**src/rtl/dll_replay_buffer_if.sv**
```systemverilog
// Replay-buffer link bundle: upstream TLP words, ACK/NAK DLLP strobe, downstream words.
// master = link-layer environment side, slave = replay buffer side.
interface dll_replay_buffer_if #(
  parameter int DATA_W = 16,
  parameter int SEQ_W  = 12
);
  logic              tx_valid;
  logic [DATA_W-1:0] tx_data;
  logic              tx_last;
  logic              tx_ready;
  logic [SEQ_W-1:0]  tx_seq;
  logic              acknak_valid;
  logic              acknak_nak;
  logic [SEQ_W-1:0]  acknak_seq;
  logic              ack_err;
  logic              out_valid;
  logic [DATA_W-1:0] out_data;
  logic              out_last;
  logic              out_ready;
  logic              out_replay;
  logic              retrain_req;

  modport master (
    output tx_valid, tx_data, tx_last, acknak_valid, acknak_nak, acknak_seq, out_ready,
    input  tx_ready, tx_seq, ack_err, out_valid, out_data, out_last, out_replay, retrain_req
  );

  modport slave (
    input  tx_valid, tx_data, tx_last, acknak_valid, acknak_nak, acknak_seq, out_ready,
    output tx_ready, tx_seq, ack_err, out_valid, out_data, out_last, out_replay, retrain_req
  );
endinterface

```
**src/rtl/dll_replay_buffer.sv**
```systemverilog
// DLL replay buffer: stores TLP words until ACKed, replays on NAK/timeout; write-to-out latency 1 cycle.
// tx_ready drops when full or replaying; out_* holds under out_ready=0. DLL_REPLAY_NUM_EN adds retrain on 4th replay.
module dll_replay_buffer #(
  parameter int DATA_W         = 16,
  parameter int DEPTH          = 64,
  parameter int MAX_TLPS       = 16,
  parameter int SEQ_W          = 12,
  parameter int REPLAY_TIMEOUT = 1024
) (
  input  logic clk,
  input  logic rst,
  dll_replay_buffer_if.slave bus
);
  localparam int AW = $clog2(DEPTH);
  localparam int TW = $clog2(MAX_TLPS);
  localparam int CW = $clog2(REPLAY_TIMEOUT + 1);

  localparam logic [1:0] ST_NORMAL = 2'd0;
  localparam logic [1:0] ST_PEND   = 2'd1;
  localparam logic [1:0] ST_REPLAY = 2'd2;

  localparam logic [AW:0]      DEPTH_P = (AW+1)'(DEPTH);
  localparam logic [SEQ_W-1:0] MAX_P   = SEQ_W'(MAX_TLPS);
  localparam logic [CW-1:0]    TMO_P   = CW'(REPLAY_TIMEOUT - 1);

  logic [DATA_W:0]    mem [DEPTH];
  logic [AW:0]        tlp_q [MAX_TLPS];
  logic [AW:0]        head, rd, tail, replay_end;
  logic [SEQ_W-1:0]   next_seq, acked_seq;
  logic [1:0]         state;
  logic [CW-1:0]      timer;
  logic               in_tlp, out_mid, ready_en, ack_err_q, retrain_q;

  logic [AW:0]        word_cnt, purge_head, head_nxt, tail_nxt;
  logic [SEQ_W-1:0]   tlp_cnt, ack_d, seq_after;
  logic [DATA_W:0]    rd_word;
  logic               tx_acc, out_acc, out_vld, ack_ok, purge, ack_purge;
  logic               jump, expire, trig, enter, replay_done;

  assign word_cnt  = tail - head;
  assign tlp_cnt   = next_seq - acked_seq - SEQ_W'(1);
  assign out_vld   = (rd != tail);
  assign rd_word   = mem[rd[AW-1:0]];
  assign tx_acc    = bus.tx_valid & bus.tx_ready;
  assign out_acc   = out_vld & bus.out_ready;
  assign tail_nxt  = tail + {{AW{1'b0}}, tx_acc};

  // Window check: offset 0 is a duplicate of the last ACK, tlp_cnt is the newest TLP.
  assign ack_d     = bus.acknak_seq - acked_seq;
  assign ack_ok    = (ack_d <= tlp_cnt);
  assign purge     = bus.acknak_valid & ack_ok & (ack_d != '0);
  assign ack_purge = purge & ~bus.acknak_nak;
  assign seq_after = bus.acknak_seq + SEQ_W'(1);
  // The TLP after S is either queued, the partial one being written, or not started yet.
  assign purge_head = ((seq_after == next_seq) && !in_tlp) ? tail : tlp_q[seq_after[TW-1:0]];
  assign head_nxt   = purge ? purge_head : head;

  assign jump   = purge & ~out_mid & ((purge_head - head) > (rd - head));
  assign expire = (state == ST_NORMAL) & (head != rd) & (timer == TMO_P);
  assign trig   = (state == ST_NORMAL) & ((bus.acknak_valid & bus.acknak_nak) | expire);
  assign enter  = ~out_mid & (trig | (state == ST_PEND));
  assign replay_done = (state == ST_REPLAY) &
                       ((rd == replay_end) | (out_acc & ((rd + (AW+1)'(1)) == replay_end)));

  assign bus.tx_ready    = ready_en & (state == ST_NORMAL) & (word_cnt < DEPTH_P) & (tlp_cnt < MAX_P);
  assign bus.tx_seq      = next_seq;
  assign bus.out_valid   = out_vld;
  assign bus.out_data    = out_vld ? rd_word[DATA_W-1:0] : '0;
  assign bus.out_last    = out_vld & rd_word[DATA_W];
  assign bus.out_replay  = (state == ST_REPLAY);
  assign bus.ack_err     = ack_err_q;
  assign bus.retrain_req = retrain_q;

  always_ff @(posedge clk) begin
    if (tx_acc) begin
      mem[tail[AW-1:0]] <= {bus.tx_last, bus.tx_data};
    end
    if (tx_acc && !in_tlp) begin
      tlp_q[next_seq[TW-1:0]] <= tail;
    end
  end

  always_ff @(posedge clk) begin
    if (rst) begin
      head       <= '0;
      rd         <= '0;
      tail       <= '0;
      replay_end <= '0;
      next_seq   <= '0;
      acked_seq  <= '1;
      state      <= ST_NORMAL;
      timer      <= '0;
      in_tlp     <= 1'b0;
      out_mid    <= 1'b0;
      ready_en   <= 1'b0;
      ack_err_q  <= 1'b0;
    end else begin
      ready_en  <= 1'b1;
      ack_err_q <= bus.acknak_valid & ~ack_ok;
      tail      <= tail_nxt;
      head      <= head_nxt;

      if (tx_acc) begin
        in_tlp <= ~bus.tx_last;
        if (bus.tx_last) begin
          next_seq <= next_seq + SEQ_W'(1);
        end
      end

      if (bus.acknak_valid && ack_ok) begin
        acked_seq <= bus.acknak_seq;
      end

      // Replay restart wins over a purge skip, which wins over normal streaming.
      if (enter) begin
        rd         <= head_nxt;
        replay_end <= tail_nxt;
        out_mid    <= 1'b0;
      end else if (jump) begin
        rd      <= purge_head;
        out_mid <= 1'b0;
      end else if (out_acc) begin
        rd      <= rd + (AW+1)'(1);
        out_mid <= ~bus.out_last;
      end

      case (state)
        ST_NORMAL: begin
          if (enter)     state <= ST_REPLAY;
          else if (trig) state <= ST_PEND;
        end
        ST_PEND: begin
          if (enter) state <= ST_REPLAY;
        end
        ST_REPLAY: begin
          if (replay_done) state <= ST_NORMAL;
        end
        default: state <= ST_NORMAL;
      endcase

      if (ack_purge || enter || (head == rd)) begin
        timer <= '0;
      end else if (state == ST_NORMAL) begin
        timer <= timer + CW'(1);
      end
    end
  end

`ifdef DLL_REPLAY_NUM_EN
  logic [1:0] replay_num;
  logic [1:0] replay_base;

  assign replay_base = ack_purge ? 2'd0 : replay_num;

  always_ff @(posedge clk) begin
    if (rst) begin
      replay_num <= 2'd0;
      retrain_q  <= 1'b0;
    end else begin
      retrain_q  <= enter & (replay_base == 2'd3);
      replay_num <= replay_base + {1'b0, enter};
    end
  end
`else
  assign retrain_q = 1'b0;
`endif

endmodule

```
**src/flat_wrapper.sv**
```systemverilog
// flat-port wrapper written by rule: the top's interface ports become plain ports
module dll_replay_buffer_flat 
#(
  parameter int DATA_W         = 16,
  parameter int DEPTH          = 64,
  parameter int MAX_TLPS       = 16,
  parameter int SEQ_W          = 12,
  parameter int REPLAY_TIMEOUT = 1024
)
  (clk, rst, bus_tx_valid, bus_tx_data, bus_tx_last, bus_acknak_valid, bus_acknak_nak, bus_acknak_seq, bus_out_ready, bus_tx_ready, bus_tx_seq, bus_ack_err, bus_out_valid, bus_out_data, bus_out_last, bus_out_replay, bus_retrain_req);
  dll_replay_buffer_if #(.DATA_W(DATA_W), .SEQ_W(SEQ_W)) bus_i ();
  input  logic clk;
  input  logic rst;
  input wire logic [$bits(bus_i.tx_valid)-1:0] bus_tx_valid;
  input wire logic [$bits(bus_i.tx_data)-1:0] bus_tx_data;
  input wire logic [$bits(bus_i.tx_last)-1:0] bus_tx_last;
  input wire logic [$bits(bus_i.acknak_valid)-1:0] bus_acknak_valid;
  input wire logic [$bits(bus_i.acknak_nak)-1:0] bus_acknak_nak;
  input wire logic [$bits(bus_i.acknak_seq)-1:0] bus_acknak_seq;
  input wire logic [$bits(bus_i.out_ready)-1:0] bus_out_ready;
  output wire logic [$bits(bus_i.tx_ready)-1:0] bus_tx_ready;
  output wire logic [$bits(bus_i.tx_seq)-1:0] bus_tx_seq;
  output wire logic [$bits(bus_i.ack_err)-1:0] bus_ack_err;
  output wire logic [$bits(bus_i.out_valid)-1:0] bus_out_valid;
  output wire logic [$bits(bus_i.out_data)-1:0] bus_out_data;
  output wire logic [$bits(bus_i.out_last)-1:0] bus_out_last;
  output wire logic [$bits(bus_i.out_replay)-1:0] bus_out_replay;
  output wire logic [$bits(bus_i.retrain_req)-1:0] bus_retrain_req;
  assign bus_i.tx_valid = bus_tx_valid;
  assign bus_i.tx_data = bus_tx_data;
  assign bus_i.tx_last = bus_tx_last;
  assign bus_i.acknak_valid = bus_acknak_valid;
  assign bus_i.acknak_nak = bus_acknak_nak;
  assign bus_i.acknak_seq = bus_acknak_seq;
  assign bus_i.out_ready = bus_out_ready;
  assign bus_tx_ready = bus_i.tx_ready;
  assign bus_tx_seq = bus_i.tx_seq;
  assign bus_ack_err = bus_i.ack_err;
  assign bus_out_valid = bus_i.out_valid;
  assign bus_out_data = bus_i.out_data;
  assign bus_out_last = bus_i.out_last;
  assign bus_out_replay = bus_i.out_replay;
  assign bus_retrain_req = bus_i.retrain_req;
  dll_replay_buffer #(.DATA_W(DATA_W), .DEPTH(DEPTH), .MAX_TLPS(MAX_TLPS), .SEQ_W(SEQ_W), .REPLAY_TIMEOUT(REPLAY_TIMEOUT)) u_core (.clk(clk), .rst(rst), .bus(bus_i));
endmodule
```
**config.mk**
```make
export PLATFORM = sky130hd
export DESIGN_NAME = dll_replay_buffer_flat
export DESIGN_NICKNAME = d
export VERILOG_FILES = /design/src/rtl/dll_replay_buffer_if.sv /design/src/rtl/dll_replay_buffer.sv /design/src/flat_wrapper.sv
export SDC_FILE = /design/constraint.sdc
export NUM_CORES = 1
export LEC_CHECK = 0
export ABC_AREA = 1
export CAP_MARGIN = 0
export CORE_MARGIN = 2
export CORE_UTILIZATION = 29
export DETAILED_ROUTE_END_ITERATION = 8
export PLACE_DENSITY = 0.42
export SLEW_MARGIN = 20
export SYNTH_ARGS = -nofsm -noshare
export SYNTH_HDL_FRONTEND = slang
export SYNTH_SLANG_ARGS = --single-unit
```
**constraint.sdc**
```tcl
create_clock -name clk -period 13.31 [get_ports clk]
set_input_delay 2.662 -clock clk [delete_from_list [all_inputs] [get_ports clk]]
set_output_delay 2.662 -clock clk [all_outputs]
set_load 0.03 [all_outputs]
```
# After elaboration in Yosys (flattened, before gate mapping)
# Memories as Yosys holds them, arrays and structs flattened. A register that Yosys moved wholly into a read port is not among the register bits.
# Index checks and enable logic that the tools add are counted.
# totals
regBits	69
ramBits	1200
word_cells	99
memories	2
# mem_list
memory	depth	word_bits	read_ports	rd_clocked_by_memory_dff	write_ports	line	source
u_core.mem	64	17	1	1	1	dll_replay_buffer.sv:26	logic [DATA_W:0] mem [DEPTH];
u_core.tlp_q	16	7	1	0	1	dll_replay_buffer.sv:27	logic [AW:0] tlp_q [MAX_TLPS];
# classes
n_addsub	11
magnitude_cmp	4
n_eq_ne	12
muxes	18
bitwise_logic	27
n_reduce_logical	13
# ops
op	n
two-way mux 7 bit	5
adder 12 x 1 -> 12 bit (second input constant)	2
subtractor 12 bit	2
equality test 7 bit	3
subtractor 7 bit	3
AND 1 bit	19
two-way mux 16 bit	1
!= test 7 bit	2
equality test 12 bit	1
<= comparator 12 bit	1
< comparator 12 x 5 -> 1 bit (second input constant)	1
two-way mux 6 bit	2
nonzero test 12 bit	1
subtractor 12 x 1 -> 12 bit (second input constant)	1
adder 11 x 1 -> 11 bit (second input constant)	1
equality test 11 x 10 -> 1 bit (second input constant)	1
two-way mux 2 bit	4
adder 7 x 1 -> 7 bit	1
adder 7 x 1 -> 7 bit (second input constant)	1
> comparator 7 bit	1
< comparator 7 bit (second input constant)	1
case mux 2 bit (3 select lines)	1
two-way mux 1 bit	5
NOT 1 bit	5
other kinds (14)	20

# Logic depth before layout (Yosys ltp)
# depth
word_depth	11
depth_mapped	33
depth_no_buf	33

# Least setup slack after synthesis
# OpenSTA, ideal clock, no wires.
# synth_timing
kind	input to register
from	in bus_acknak_seq[0]
to	reg with a tool-made name
arrival_time_ns	6.710
path_slack_ns	6.472
cell_stages	28
cell_sequence	ha_1 buf_2 clkbuf_1 o21ai_0 o211ai_1 o211ai_1 nand2_1 inv_1 nand2_2 nand2_2 ha_1 fa_1 o21ai_0 a21oi_1 nor2_1 nor2_1 xor2_1 xnor2_1 ha_1 nand3_1 o21a_1 nor2_1 nand3_2 buf_2 o21ai_1 nor2_1 nor2_1 nor2_1
# synth_rtl
item	line	source
start: declaration	flat_wrapper.sv:19	input wire logic [$bits(bus_i.acknak_seq)-1:0] bus_acknak_seq;

==> results_dict.tcl <==
set metrics [dict create \
    required_ns 10.65 \
    setup_violations 0 \
    std_cell_rows 157 \
    grt_pass1_vias 34100 \
    cts_tree "yes" \
    synth_area_leaders "edfxtp_1 (67%), o21ai_0 (6.0%), nor2_1 (5.8%), o221ai_1 (3.4%), dfxtp_1 (2.8%)" \
    antenna_found_initial 6 \
    gr-usage-met1_pct 25.8 \
    cts_buffers 146 \
    dieWidth_um 433 \
    grtUsageMet3_pct 2.82 \
    gp_congestion 0.825 \
    post_cts_buffers 0 \
    antenna_left 0 \
    drive_above_1_share_pct 10.2 \
    hold_path_class "flip-flop to flip-flop" \
    p_leak_nw 20.4 \
    worstMarginPinSlew_ns 1.09 \
    finalPower_mw 12.1 \
    hold_path_depth 2 \
    insertion_delay_ns 0.79 \
    hold_viol 0 \
    r2r-start "u_core.bus.tx_seq[0]" \
    clockBufferDepth 3 \
    area_growth_pct 15.6 \
    powerDensity_mw_per_mm2 197 \
    start_util_pct 29.2 \
    slew_headroom_pct 27.5 \
    cts_repair_resize_count 0 \
    r2r_slack_ns 8.00 \
    ys_types 50 \
    min_period_over_period_pct 64.0 \
    stdcell_area_mm2 0.0618 \
    dpl_cell_area_mm2 0.0571 \
    synth_area_per_cell_um2 12.2 \
    cts-root-buf "clkbuf_16" \
    async_flop_share_pct 0 \
    nets 4543 \
    cp-end-kind "output port" \
    final_util_pct 33.7 \
    synth_fp_nets 4491 \
    syn_inst 4386 \
    finClkSkew_ns 0.0411 \
    synth_flop_cell "edfxtp_1" \
    io_buffers 67 \
    fin_cells 7024 \
    placedCellCount 6754 \
    synth_warnings 0 \
    synthAdderAreaFrac_pct 1.69 \
    overflow 0 \
    cp_max_fo 52 \
    io-pin-count 69 \
    synth-simple-area-share_pct 11.5 \
    die_area_mm2 0.188 \
    yosysSeqAreaShare_pct 70.2 \
    drv_cap 0 \
    synth_xor_xnor_area_share_pct 1.19 \
    grt_max_degree 168 \
    synth_enable_flop_cells 1200 \
    vias 35400 \
    drc 0 \
    coreArea_mm2 0.183 \
    ff2ff_path_depth 24 \
    viasPerCell 5.03 \
    synth-compound-area-share_pct 12.3 \
    grt_pass1_wl_um 245000 \
    drv_slew 0 \
    final.setup.worst_slack_ns 4.79 \
    synth.largest_area_cell "edfxtp_1" \
    drt-pass1-iter-count 7 \
    min_from "u_core.acked_seq[5]" \
    holdWs_ns 0.481 \
    routedWlPerCell_um 24.1 \
    irDropWorstVdd_mv 0.128 \
    fp.dieH_um 433 \
    status "finished clean" \
    dp_hpwl_um 93900 \
    start_kind "flip-flop" \
    clock_sinks 1275 \
    synth_top_family_by_area "compound AO/OA/AOI/OAI gates" \
    dp_slack_ns 4.76 \
    crit_type "flip-flop to output port" \
    rsz0062_at_grt "false" \
    fin_setup_tns_ns 0 \
    synth_top_area_share_pct 67.4 \
    fmax_ghz 0.117 \
    grtUsageMet2_pct 27.5 \
    muxShareOfSynthArea_pct 0 \
    grt-busiest-layer "met2" \
    htree_levels 4 \
    postCtsHoldBufs 0 \
    gr-usage-all-layers_pct 17.8 \
    holdPathEnd "u_core.acked_seq[5]" \
    clkTransAtPathRegs_ns 0.06 \
    wl_um 169000 \
    synth_area_mm2 0.0535 \
    ys_seq_elements 1275 \
    reg2reg_to "u_core.rd[0]" \
    drt_iter0_drc 3098 \
    arrival_ns 5.85 \
    min_period_ns 8.52 \
]
[layout make-up]
class / count / area, um2
clock inverters: 84 / 790
clock buffers: 183 / 3840
repair buffers: 183 / 1470
flip-flops and latches: 1275 / 37500
well taps: 2464 / 3080
diodes: 3 / 7.51
fillers: 18300 / 121000
multi-input cells: 2685 / 14500
inverters: 147 / 574
[where the power goes]
part | leakage, nW | internal [mW] | total [mW] | switching, mW
Combinational | 6.71 | 1.06 | 3.67 | 2.61
Sequential | 11.4 | 4.45 | 4.56 | 0.102
Clock | 2.26 | 2.24 | 3.93 | 1.69
[critical path, cell delays in order (launching register included)]
cell             delay, ns
dfxtp_4               0.66
buf_4                 0.50
buf_4                 0.63
buf_4                 0.59
o21ai_0               0.17
o22ai_1               0.18
o21ai_0               0.09
inv_1                 0.08
o21ai_0               0.19
o211ai_1              0.29
nand3_1               0.40
a21oi_1               0.41
clkdlybuf4s50_1       0.74
[flip-flops by register name (all words and copies together) (netlist names), named ones only]
register            count
u_core.mem           1088
u_core.tlp_q          112
u_core.acked_seq       12
u_core.bus.tx_seq      12
u_core.timer           11
u_core.head             7
u_core.rd               7
u_core.replay_end       7
u_core.tail             7
u_core.state            2
u_core.bus.ack_err      1
u_core.in_tlp           1
u_core.out_mid          1
u_core.ready_en         1
[Yosys cell counts (5+ instances only)]
| cell | number |
|---|---|
| edfxtp_1 | 1200 |
| nor2_1 | 828 |
| o21ai_0 | 645 |
| nand2_1 | 265 |
| nand3_1 | 258 |
| clkbuf_1 | 214 |
| o221ai_1 | 210 |
| inv_1 | 128 |
| a21oi_1 | 77 |
| dfxtp_1 | 75 |
| ha_1 | 66 |
| o22ai_1 | 62 |
| o211ai_1 | 55 |
| buf_2 | 42 |
| nand4_1 | 39 |
| xor2_1 | 36 |
| xnor2_1 | 35 |
| buf_1 | 20 |
| inv_2 | 15 |
| nand2_4 | 9 |
| o21ai_1 | 9 |
| o311ai_1 | 9 |
| nand2_2 | 7 |
| nor2_2 | 7 |
| nor3_1 | 7 |
| or2_2 | 7 |
| o22a_1 | 6 |
| nand3b_1 | 5 |
[worst max-delay path by stage]
stage,from,endpoint,depth (start not counted)
CTS,flip-flop,bus_out_last,12
global placement,bus_acknak_seq[0],flip-flop,32
detailed placement,bus_acknak_seq[0],u_core.rd[0],30
global route,flip-flop,bus_out_last,12
finish,flip-flop,bus_out_last,12
floorplan,bus_acknak_seq[0],flip-flop,28
[per-layer routing]
| metal | share of wire (%) | vias up |
|---|---|---|
| li1 | - | 16400 |
| met1 | 48 | 17900 |
| met2 | 45 | 879 |
| met3 | 4.8 | 194 |
| met4 | 2.3 | 0 |
| met5 | 0 | - |
[kinds of logic (layout without fill, tap and decap cells)]
kind of cell	count (synthesis)	after routing
flip-flops	1275	1275
adder cells (fa/ha/maj)	70	70
AO/OA/AOI/OAI	1092	1092
AND/OR/NAND/NOR	1450	1450
buffers and inverters	426	597
XOR/XNOR	72	72
other	1	4
[cell usage in the layout (no fill, tap or decap), types with 66 or more instances in the layout]
| master | netlist | final |
|---|---|---|
| edfxtp_1 | 1200 | 1200 |
| nor2_1 | 828 | 764 |
| o21ai_0 | 645 | 645 |
| nand2_1 | 265 | 265 |
| nand3_1 | 258 | 258 |
| o221ai_1 | 210 | 210 |
| clkbuf_16 | 0 | 148 |
| inv_1 | 128 | 125 |
| buf_4 | 3 | 116 |
| a21oi_1 | 77 | 77 |
| dfxtp_1 | 75 | 70 |
| ha_1 | 66 | 66 |
(Power assumes the default switching activity.)
